### src/rtl/fp_mul_arbiter_if.sv
// Shared types and the bundled handshake interface for fp_mul_arbiter.
// The package carries the floating-point format selector and the unrounded
// result record that fp_mul hands to the downstream rounding stage.
package fp_mul_arbiter_pkg;

  typedef enum logic [0:0] {
    FP32 = 1'b0,
    FP16 = 1'b1
  } fp_format_e;

  // Widest supported format; narrower formats use the low bits of u_result.
  localparam int unsigned FP_MAX_W = 32;

  typedef struct packed {
    logic [FP_MAX_W-1:0] u_result;
    logic [1:0]          rs;
    logic                round_en;
    logic                invalid;
  } uround_res_t;

  function automatic int unsigned fp_width(input fp_format_e fmt);
    int unsigned w;
    case (fmt)
      FP32:    w = 32;
      FP16:    w = 16;
      default: w = 32;
    endcase
    return w;
  endfunction

endpackage

// Request, response and fp_mul-side signals of the arbiter in one bundle.
// The slave modport is the arbiter; the master modport is its environment.
interface fp_mul_arbiter_if
  import fp_mul_arbiter_pkg::*;
#(
  parameter int unsigned NUM_REQ  = 4,
  parameter int unsigned FP_WIDTH = 32
);
  localparam int unsigned ID_W = $clog2(NUM_REQ);

  logic [NUM_REQ-1:0]               req_valid_i;
  logic [NUM_REQ-1:0]               req_ready_o;
  logic [NUM_REQ-1:0][FP_WIDTH-1:0] req_a_i;
  logic [NUM_REQ-1:0][FP_WIDTH-1:0] req_b_i;
  logic                             resp_valid_o;
  logic                             resp_ready_i;
  logic [ID_W-1:0]                  resp_id_o;
  uround_res_t                      resp_result_o;
  logic                             resp_timeout_o;
  logic [FP_WIDTH-1:0]              mul_a_o;
  logic [FP_WIDTH-1:0]              mul_b_o;
  logic                             mul_start_o;
  logic                             mul_done_i;
  uround_res_t                      mul_result_i;

  modport slave (
    input  req_valid_i, req_a_i, req_b_i, resp_ready_i, mul_done_i, mul_result_i,
    output req_ready_o, resp_valid_o, resp_id_o, resp_result_o, resp_timeout_o,
           mul_a_o, mul_b_o, mul_start_o
  );

  modport master (
    output req_valid_i, req_a_i, req_b_i, resp_ready_i, mul_done_i, mul_result_i,
    input  req_ready_o, resp_valid_o, resp_id_o, resp_result_o, resp_timeout_o,
           mul_a_o, mul_b_o, mul_start_o
  );

endinterface

### src/rtl/fp_mul_arbiter.sv
// Round-robin controller sharing one fp_mul datapath among NUM_REQ requesters.
// One operation is in flight at a time: IDLE grants, BUSY runs fp_mul,
// RESP holds the registered unrounded result until downstream accepts it.
// Optional watchdog: define FP_MUL_ARB_TIMEOUT_EN to abort a BUSY phase that
// sees no done within TIMEOUT_CYCLES cycles.
module fp_mul_arbiter
  import fp_mul_arbiter_pkg::*;
#(
  parameter fp_format_e  FP_FORMAT      = FP32,
  parameter int unsigned NUM_REQ        = 4,
  parameter int unsigned TIMEOUT_CYCLES = 16
) (
  input  logic                 clk_i,
  input  logic                 rst_ni,
  fp_mul_arbiter_if.slave      bus
);

  localparam int unsigned FP_WIDTH = fp_width(FP_FORMAT);
  localparam int unsigned ID_W     = $clog2(NUM_REQ);

  typedef enum logic [1:0] {
    ST_IDLE = 2'd0,
    ST_BUSY = 2'd1,
    ST_RESP = 2'd2
  } state_e;

  state_e              state_r;
  state_e              state_next_s;
  logic [NUM_REQ-1:0]  grant_s;
  logic [ID_W-1:0]     grant_id_s;
  logic                grant_found_s;
  logic [ID_W-1:0]     cand_s;
  logic                handshake_s;
  logic                expire_s;
  logic [FP_WIDTH-1:0] op_a_r;
  logic [FP_WIDTH-1:0] op_b_r;
  logic [ID_W-1:0]     cur_id_r;
  logic [ID_W-1:0]     last_grant_r;
  uround_res_t         result_r;
  logic                timeout_r;

  // Rotating priority search starting just above the last grant.
  always_comb begin
    grant_s       = '0;
    grant_id_s    = '0;
    grant_found_s = 1'b0;
    cand_s        = '0;
    for (int k = 0; k < int'(NUM_REQ); k++) begin
      cand_s = ID_W'((int'(last_grant_r) + 1 + k) % int'(NUM_REQ));
      if (!grant_found_s && bus.req_valid_i[cand_s]) begin
        grant_found_s = 1'b1;
        grant_id_s    = cand_s;
      end else begin
        grant_found_s = grant_found_s;
      end
    end
    if (grant_found_s) begin
      grant_s[grant_id_s] = 1'b1;
    end else begin
      grant_s = '0;
    end
  end

  assign handshake_s = (state_r == ST_IDLE) && grant_found_s;

`ifdef FP_MUL_ARB_TIMEOUT_EN
  localparam int unsigned CNT_W = $clog2(TIMEOUT_CYCLES + 1);
  logic [CNT_W-1:0] tmo_cnt_r;

  // Watchdog: held at zero outside BUSY, counts BUSY cycles without done.
  always_ff @(posedge clk_i or negedge rst_ni) begin
    if (!rst_ni) begin
      tmo_cnt_r <= '0;
    end else if (state_r != ST_BUSY) begin
      tmo_cnt_r <= '0;
    end else if (!bus.mul_done_i) begin
      tmo_cnt_r <= tmo_cnt_r + CNT_W'(1);
    end else begin
      tmo_cnt_r <= tmo_cnt_r;
    end
  end

  // A done in the expiry cycle wins, so expiry requires done to be low.
  assign expire_s = (state_r == ST_BUSY) && !bus.mul_done_i &&
                    (tmo_cnt_r == CNT_W'(TIMEOUT_CYCLES - 1));
`else
  assign expire_s = 1'b0;
`endif

  // State register.
  always_ff @(posedge clk_i or negedge rst_ni) begin
    if (!rst_ni) begin
      state_r <= ST_IDLE;
    end else begin
      state_r <= state_next_s;
    end
  end

  // Next-state logic; done and resp_ready only steer the next state.
  always_comb begin
    state_next_s = state_r;
    case (state_r)
      ST_IDLE: begin
        if (grant_found_s) state_next_s = ST_BUSY;
        else               state_next_s = ST_IDLE;
      end
      ST_BUSY: begin
        if (bus.mul_done_i || expire_s) state_next_s = ST_RESP;
        else                            state_next_s = ST_BUSY;
      end
      ST_RESP: begin
        if (bus.resp_ready_i) state_next_s = ST_IDLE;
        else                  state_next_s = ST_RESP;
      end
      default: state_next_s = ST_IDLE;
    endcase
  end

  // Latch the granted operands and owner on the request handshake.
  always_ff @(posedge clk_i or negedge rst_ni) begin
    if (!rst_ni) begin
      op_a_r       <= '0;
      op_b_r       <= '0;
      cur_id_r     <= '0;
      last_grant_r <= ID_W'(NUM_REQ - 1);
    end else if (handshake_s) begin
      op_a_r       <= bus.req_a_i[grant_id_s];
      op_b_r       <= bus.req_b_i[grant_id_s];
      cur_id_r     <= grant_id_s;
      last_grant_r <= grant_id_s;
    end else begin
      op_a_r       <= op_a_r;
      op_b_r       <= op_b_r;
      cur_id_r     <= cur_id_r;
      last_grant_r <= last_grant_r;
    end
  end

  // Capture the fp_mul result on done, or an invalid record on watchdog expiry.
  always_ff @(posedge clk_i or negedge rst_ni) begin
    if (!rst_ni) begin
      result_r  <= '0;
      timeout_r <= 1'b0;
    end else if ((state_r == ST_BUSY) && bus.mul_done_i) begin
      result_r  <= bus.mul_result_i;
      timeout_r <= 1'b0;
    end else if (expire_s) begin
      result_r  <= '{u_result: {FP_MAX_W{1'b0}}, rs: 2'b00, round_en: 1'b0, invalid: 1'b1};
      timeout_r <= 1'b1;
    end else begin
      result_r  <= result_r;
      timeout_r <= timeout_r;
    end
  end

  assign bus.req_ready_o    = (state_r == ST_IDLE) ? grant_s : {NUM_REQ{1'b0}};
  assign bus.mul_start_o    = (state_r == ST_BUSY);
  assign bus.mul_a_o        = op_a_r;
  assign bus.mul_b_o        = op_b_r;
  assign bus.resp_valid_o   = (state_r == ST_RESP);
  assign bus.resp_id_o      = cur_id_r;
  assign bus.resp_result_o  = result_r;
`ifdef FP_MUL_ARB_TIMEOUT_EN
  assign bus.resp_timeout_o = timeout_r;
`else
  assign bus.resp_timeout_o = 1'b0;
`endif

endmodule
### src/flat_wrapper.sv
// flat-port wrapper written by rule: the top's interface ports become plain ports
module fp_mul_arbiter_flat import fp_mul_arbiter_pkg::*;
#(
  parameter fp_format_e  FP_FORMAT      = FP32,
  parameter int unsigned NUM_REQ        = 4,
  parameter int unsigned TIMEOUT_CYCLES = 16
)
  (clk_i, rst_ni, bus_req_valid_i, bus_req_a_i, bus_req_b_i, bus_resp_ready_i, bus_mul_done_i, bus_mul_result_i, bus_req_ready_o, bus_resp_valid_o, bus_resp_id_o, bus_resp_result_o, bus_resp_timeout_o, bus_mul_a_o, bus_mul_b_o, bus_mul_start_o);
  fp_mul_arbiter_if #(.NUM_REQ(NUM_REQ)) bus_i ();
  input  logic clk_i;
  input  logic rst_ni;
  input wire logic [$bits(bus_i.req_valid_i)-1:0] bus_req_valid_i;
  input wire logic [$bits(bus_i.req_a_i)-1:0] bus_req_a_i;
  input wire logic [$bits(bus_i.req_b_i)-1:0] bus_req_b_i;
  input wire logic [$bits(bus_i.resp_ready_i)-1:0] bus_resp_ready_i;
  input wire logic [$bits(bus_i.mul_done_i)-1:0] bus_mul_done_i;
  input wire logic [$bits(bus_i.mul_result_i)-1:0] bus_mul_result_i;
  output wire logic [$bits(bus_i.req_ready_o)-1:0] bus_req_ready_o;
  output wire logic [$bits(bus_i.resp_valid_o)-1:0] bus_resp_valid_o;
  output wire logic [$bits(bus_i.resp_id_o)-1:0] bus_resp_id_o;
  output wire logic [$bits(bus_i.resp_result_o)-1:0] bus_resp_result_o;
  output wire logic [$bits(bus_i.resp_timeout_o)-1:0] bus_resp_timeout_o;
  output wire logic [$bits(bus_i.mul_a_o)-1:0] bus_mul_a_o;
  output wire logic [$bits(bus_i.mul_b_o)-1:0] bus_mul_b_o;
  output wire logic [$bits(bus_i.mul_start_o)-1:0] bus_mul_start_o;
  assign bus_i.req_valid_i = bus_req_valid_i;
  assign bus_i.req_a_i = bus_req_a_i;
  assign bus_i.req_b_i = bus_req_b_i;
  assign bus_i.resp_ready_i = bus_resp_ready_i;
  assign bus_i.mul_done_i = bus_mul_done_i;
  assign bus_i.mul_result_i = bus_mul_result_i;
  assign bus_req_ready_o = bus_i.req_ready_o;
  assign bus_resp_valid_o = bus_i.resp_valid_o;
  assign bus_resp_id_o = bus_i.resp_id_o;
  assign bus_resp_result_o = bus_i.resp_result_o;
  assign bus_resp_timeout_o = bus_i.resp_timeout_o;
  assign bus_mul_a_o = bus_i.mul_a_o;
  assign bus_mul_b_o = bus_i.mul_b_o;
  assign bus_mul_start_o = bus_i.mul_start_o;
  fp_mul_arbiter #(.FP_FORMAT(FP_FORMAT), .NUM_REQ(NUM_REQ), .TIMEOUT_CYCLES(TIMEOUT_CYCLES)) u_core (.clk_i(clk_i), .rst_ni(rst_ni), .bus(bus_i));
endmodule
### config.mk
export PLATFORM = sky130hd
export DESIGN_NAME = fp_mul_arbiter_flat
export DESIGN_NICKNAME = d
export VERILOG_FILES = /design/src/rtl/fp_mul_arbiter_if.sv /design/src/rtl/fp_mul_arbiter.sv /design/src/flat_wrapper.sv
export SDC_FILE = /design/constraint.sdc
export NUM_CORES = 1
export LEC_CHECK = 0
export ABC_AREA = 1
export CAP_MARGIN = 30
export CORE_AREA = 5 5 155 157
export DETAILED_ROUTE_END_ITERATION = 10
export DIE_AREA = 0 0 160 162
export GPL_TIMING_DRIVEN = 0
export HOLD_SLACK_MARGIN = 0.05
export PLACE_DENSITY = 0.72
export SYNTH_ARGS = -nofsm -noshare
export SYNTH_HDL_FRONTEND = slang
export SYNTH_SLANG_ARGS = --single-unit
export TNS_END_PERCENT = 5
### constraint.sdc
create_clock -name clk_i -period 2 [get_ports clk_i]
set_input_delay 0.3 -clock clk_i [delete_from_list [all_inputs] [get_ports clk_i]]
set_output_delay 0.3 -clock clk_i [all_outputs]
set_load 0.03 [all_outputs]
== Word level (Yosys, flattened, before mapping) ==
Index checks and enable logic that the tools add are counted.

* Add/subtract/negate cells: 4
* Multiplexer cells: 28
* Order comparisons: 6
* Reductions and logical operators: 10
* Eq/ne operators: 2

{| class="wikitable"
|+ Operator list
! operator !! count
|-
| $bmux W32 S2 || 2
|-
| $mux W32 || 2
|-
| $lt A2 B3 Y1 const B || 5
|-
| $mux W2 || 6
|-
| $mux W1 || 10
|-
| $bmux W1 S2 || 4
|-
| $mux W4 || 2
|-
| $logic_and A1 B1 Y1 || 6
|-
| $pmux W2 S3 || 1
|-
| $add A2 B1 Y2 const B || 2
|-
| $add A2 B2 Y2 const B || 2
|-
| $logic_not A1 Y1 || 3
|-
| $demux W1 S2 || 1
|-
| $eq A2 B1 Y1 const B || 1
|-
| $eq A2 B2 Y1 const B || 1
|-
| $ge A2 B1 Y1 const B || 1
|-
| $logic_not A2 Y1 || 1
|}

* Output and inout port bits: 109
* Bits of input ports: 300
* Logic and storage cells: 59
* Flip-flop bits (word level): 106

== Longest topological paths before layout ==
* Depth after elaboration: 19
* Depth in mapped cells: 19
* Depth with buffers taken out: 15

== Least setup slack after synthesis ==
Ideal clock, no wire load.

* Path kind: flip-flop to output port
* From: register u_core.last_grant_r[0]
* To: output bus_req_ready_o[2]
* Path buffers: 3
* Stages on the path, launching flop included: 18
* Arrival time: 2.211 ns
* Required time: 1.700 ns
* Slack: -0.511 ns
* Path through: dfstp_2 > buf_6 > inv_2 > buf_6 > nand2_1 > nand2_1 > nand2_1 > nand2_4 > nor2_4 > nand2_1 > nand2_1 > inv_1 > nand2_2 > inv_2 > nor2_8 > buf_4 > inv_2 > nor2_1

* Word-level cells in the longest chain between the ends: 19
* Elaborated cells on any way between the ends: 33
* Classes of those cells: 4 x add/sub; 2 x order compare; 20 x mux; 7 x reduce/logical

{| class="wikitable"
|+ RTL lines
! element !! RTL line !! text
|-
| start, declared || fp_mul_arbiter.sv:38 || <nowiki>logic [ID_W-1:0] last_grant_r;</nowiki>
|-
| start signal, assigned || fp_mul_arbiter.sv:125 || <nowiki>last_grant_r <= ID_W'(NUM_REQ - 1);</nowiki>
|-
| start signal, assigned || fp_mul_arbiter.sv:130 || <nowiki>last_grant_r <= grant_id_s;</nowiki>
|-
| start signal, assigned || fp_mul_arbiter.sv:135 || <nowiki>last_grant_r <= last_grant_r;</nowiki>
|-
| $add A2 B1 Y2 * || fp_mul_arbiter.sv:49 || <nowiki>cand_s = ID_W'((int'(last_grant_r) + 1 + k) % int'(NUM_REQ));</nowiki>
|-
| branches (longest 16 deep; another with $lt A2 B3 Y1) || -- ||
|-
| $mux W4 * || fp_mul_arbiter.sv:57 || <nowiki>if (grant_found_s) begin</nowiki>
|-
| $mux W4 * || fp_mul_arbiter.sv:156 || <nowiki>assign bus.req_ready_o = (state_r == ST_IDLE) ? grant_s : {NUM_REQ{1'b0}};</nowiki>
|-
| end, declared || flat_wrapper.sv:18 || <nowiki>output wire logic [$bits(bus_i.req_ready_o)-1:0] bus_req_ready_o;</nowiki>
|}

Mark *: on every way between the ends. The select of a mux whose other input is x is not followed.

== Worst setup path in the final report ==
Ends and elaborated chain as after synthesis.

==> flow_metrics.py <==
metrics = {
    "setup_path": {
        "worstPathMaxFanout": 8,
        "crit_chain": "inv_2 -> buf_6 -> nand2_2 -> nand2_2 -> nand2_2 -> nand2_4 -> nor2_4 -> nand4_1 -> nand2_4 -> inv_4 -> nor2_8 -> buf_8 -> inv_6 -> nor2_4 -> buf_6",
        "worstPathRequired_ns": 1.70,
        "arrival_ns": 2.37,
        "endpoint_kind": "output port",
        "path_common_cell": "nand2_2",
        "start_kind": "flop",
        "slowest_stage": "dfstp_2",
        "slowest_delay_ns": 0.55,
        "path_class": "flop to output port",
    },
    "grt": {
        "grt_overflow": 0,
        "grt_pass1_vias": 8407,
        "grt_pass1_wl_um": 48100,
        "antenna_found_initial": 2,
        "grt_start_max_net_pins": 69,
        "grt_usage_pct": 23.5,
    },
    "placement": {
        "io_buffers": 407,
        "hpwl_um": 25200,
        "place.gp.congestion": 0.926,
        "place_ws_ns": -1.14,
        "placed_area_mm2": 0.0118,
    },
    "synthesis": {
        "synth_cell_type_count": 28,
        "yosysWarnings": 0,
        "synth_nets": 1385,
        "synth.cell_area_mm2": 0.00731,
        "ys_ff_latch": 106,
        "synth_area_per_cell_um2": 6.74,
        "netlist_instances": 1085,
        "ys_seq_area_share_pct": 36.3,
    },
    "clock_tree": {
        "clock_sinks": 106,
        "cts_root_buf": "clkbuf_16",
        "cts_buffer_depth": 2,
        "cts.clk_slew.worst_paths_ns": 0.09,
        "numCtsBuffers": 9,
        "htree_levels": 3,
        "cts_tree": "built",
        "clock_latency_ns": 0.36,
    },
    "power": {
        "p_per_area_mw_per_mm2": 2050,
        "leakage_nw": 6.43,
        "max-vdd-ir-drop_mv": 1.06,
    },
    "drt": {
        "avgViaCountPerCell": 4.68,
        "drt_iter0_markers": 568,
        "drt-pass1-iter-count": 5,
        "drc": 0,
        "routed_wirelength_um": 31600,
        "vias": 8492,
        "wl_per_cell_um": 17.4,
        "ant_nets": 0,
    },
    "cells_and_area": {
        "drive_gt1_share_pct": 13.7,
        "nets": 1825,
        "area_growth_pct": 73.4,
        "stdcell_area_mm2": 0.0127,
    },
    "status": {
        "status": "finished, violations left",
        "violations": "negative setup slack",
    },
    "floorplanning": {
        "die_y_um": 162,
        "die_area_mm2": 0.0259,
        "coreArea_mm2": 0.0224,
        "start_util_pct": 32.7,
        "ioPinCount": 409,
        "die_x_um": 160,
        "num_rows": 55,
    },
    "timing": {
        "rsz0062_at_grt": "yes",
        "slew_headroom_pct": 62.7,
        "setup_ws_ns": -0.665,
        "timing.final.crit_period_ns": 2.67,
        "tightest_slew_ns": 0.560,
        "max_freq_mhz": 375,
        "slew_violations": 0,
        "setup_violations": 73,
        "skew_ns": 0.0101,
        "hold_viol": 0,
        "fin_tns_setup_ns": -23.17,
        "period_share_pct": 133,
    },
    "flow_run": {
        "maxCapViolations": 0,
    },
    "hold_path": {
        "hold_class": "primary input to asynchronous set/reset pin",
    },
}
-- metal layers --
| layer | global-route usage, % | wire [um] |
|---|---|---|
| met1 | 28.5 | 12600 |
| met2 | 41.4 | 15600 |
| met3 | 5.91 | 2750 |
| met4 | 6.69 | 588 |
| met5 | 0 | 12 |
-- flip-flops by register name, summed over array words and instances (netlist names) --
name,flops
u_core.bus.resp_result_o,36
u_core.bus.mul_a_o,32
u_core.bus.mul_b_o,32
u_core.bus.resp_id_o,2
u_core.last_grant_r,2
u_core.state_r,2
-- layout make-up --
| class | count | area (um2) |
|---|---|---|
| Fill cell | 2152 | 9690 |
| Timing Repair Buffer | 430 | 4310 |
| Multi-Input combinational cell | 674 | 3470 |
| Sequential cell | 106 | 2660 |
| Inverter | 236 | 896 |
| Buffer | 68 | 673 |
| Tap cell | 285 | 357 |
| Clock buffer | 9 | 225 |
| Clock inverter | 7 | 80.1 |
| Antenna cell | 1 | 2.50 |
-- through the flow --
stage,power (mW),std cells,util (%),hold WS [ns]
4_1_cts,25.5,1808,55.8,0.415
5_1_grt,28.0,1816,56.7,0.456
3_3_place_gp,21.9,1777,52.7,0.461
6_report,26.0,1816,56.7,0.417
3_5_place_dp,22.1,1778,52.8,0.244
2_1_floorplan,15.7,1085,-,0.00441
-- cells in the final DEF, fill, tap and decap left out, types with 2 or more instances in the layout --
cell type          n
clkdlybuf4s50_1  401
nand2_1          303
inv_1            228
nand3_1          219
dfrtp_1          104
mux2_2            36
buf_4             35
nand4_1           31
buf_6             21
or2_2             16
buf_2             12
nand2_2           11
or2_1             11
nand3_2           10
clkbuf_16         10
buf_8              9
or2_0              9
buf_12             8
nor2_4             7
inv_2              5
nand2_4            4
nor2_2             4
nor2_1             4
clkbuf_1           3
clkbuf_4           3
inv_4              2
inv_6              2
clkbuf_2           2
inv_8              2
dfstp_2            2
-- synth_stat cells (all sizes together) --
cell type    n  area share (%)
o31ai        1            0.10
dfrtp      104              36
a21oi        2            0.14
conb         1           0.051
inv        236              12
nand4       31             2.7
nand2      318              17
nor2        16             1.2
mux2        36             5.5
clkbuf      10            0.51
nand3      230              16
o21ai        2            0.14
buf         59             5.4
dfstp        2            0.72
o21a         1            0.10
or2         36             3.1
-- where the power goes --
| part | leakage, nW | switching (mW) | internal [mW] |
|---|---|---|---|
| clock network | 0.146 | 0.990 | 0.901 |
| registers | 1.28 | 0.596 | 3.35 |
| logic | 5.01 | 11.7 | 8.44 |
-- critical path: cells and delay by family, from the launching register on --
kind	cells	cell delay [ns]
and+or+nand+nor	9	0.93
DFF	1	0.55
buffers and inverters	6	0.51
-- path summary, 6_finish.rpt --
path	endpoint	cells past startpoint	slack [ns]	start
max	bus_req_ready_o[2]	15	-0.67	u_core.last_grant_r[0]
min	u_core.bus.resp_result_o[11]	2	0.42	rst_ni
max reg2reg	u_core.bus.mul_a_o[0]	15	-0.36	u_core.last_grant_r[0]
min reg2reg	u_core.bus.mul_a_o[27]	2	0.48	u_core.bus.mul_a_o[27]
max in group asynchronous	u_core.last_grant_r[1]	3	0.83	rst_ni
min in group clk_i	u_core.bus.mul_a_o[27]	2	0.48	u_core.bus.mul_a_o[27]
-- kinds of logic (layout without fill, tap and decap cells) --
group | count (synthesis) | count (layout) | share of synthesized area, %
buffers and inverters | 305 | 750 | 18.0
muxes | 36 | 36 | 5.55
other | 1 | 2 | 0.0513
AOI/OAI and AO/OA | 6 | 6 | 0.479
and+or+nand+nor | 631 | 631 | 39.6
DFF | 106 | 106 | 36.3
-- repair_timing --
action,in CTS,in global routing
resized for setup,100,54
pin swaps,12,14
setup buffers,13,8
endpoints found under the hold margin,37,0
setup endpoints to repair,73,85
hold buffers,1,0
Power figures use the tool's default switching activity.
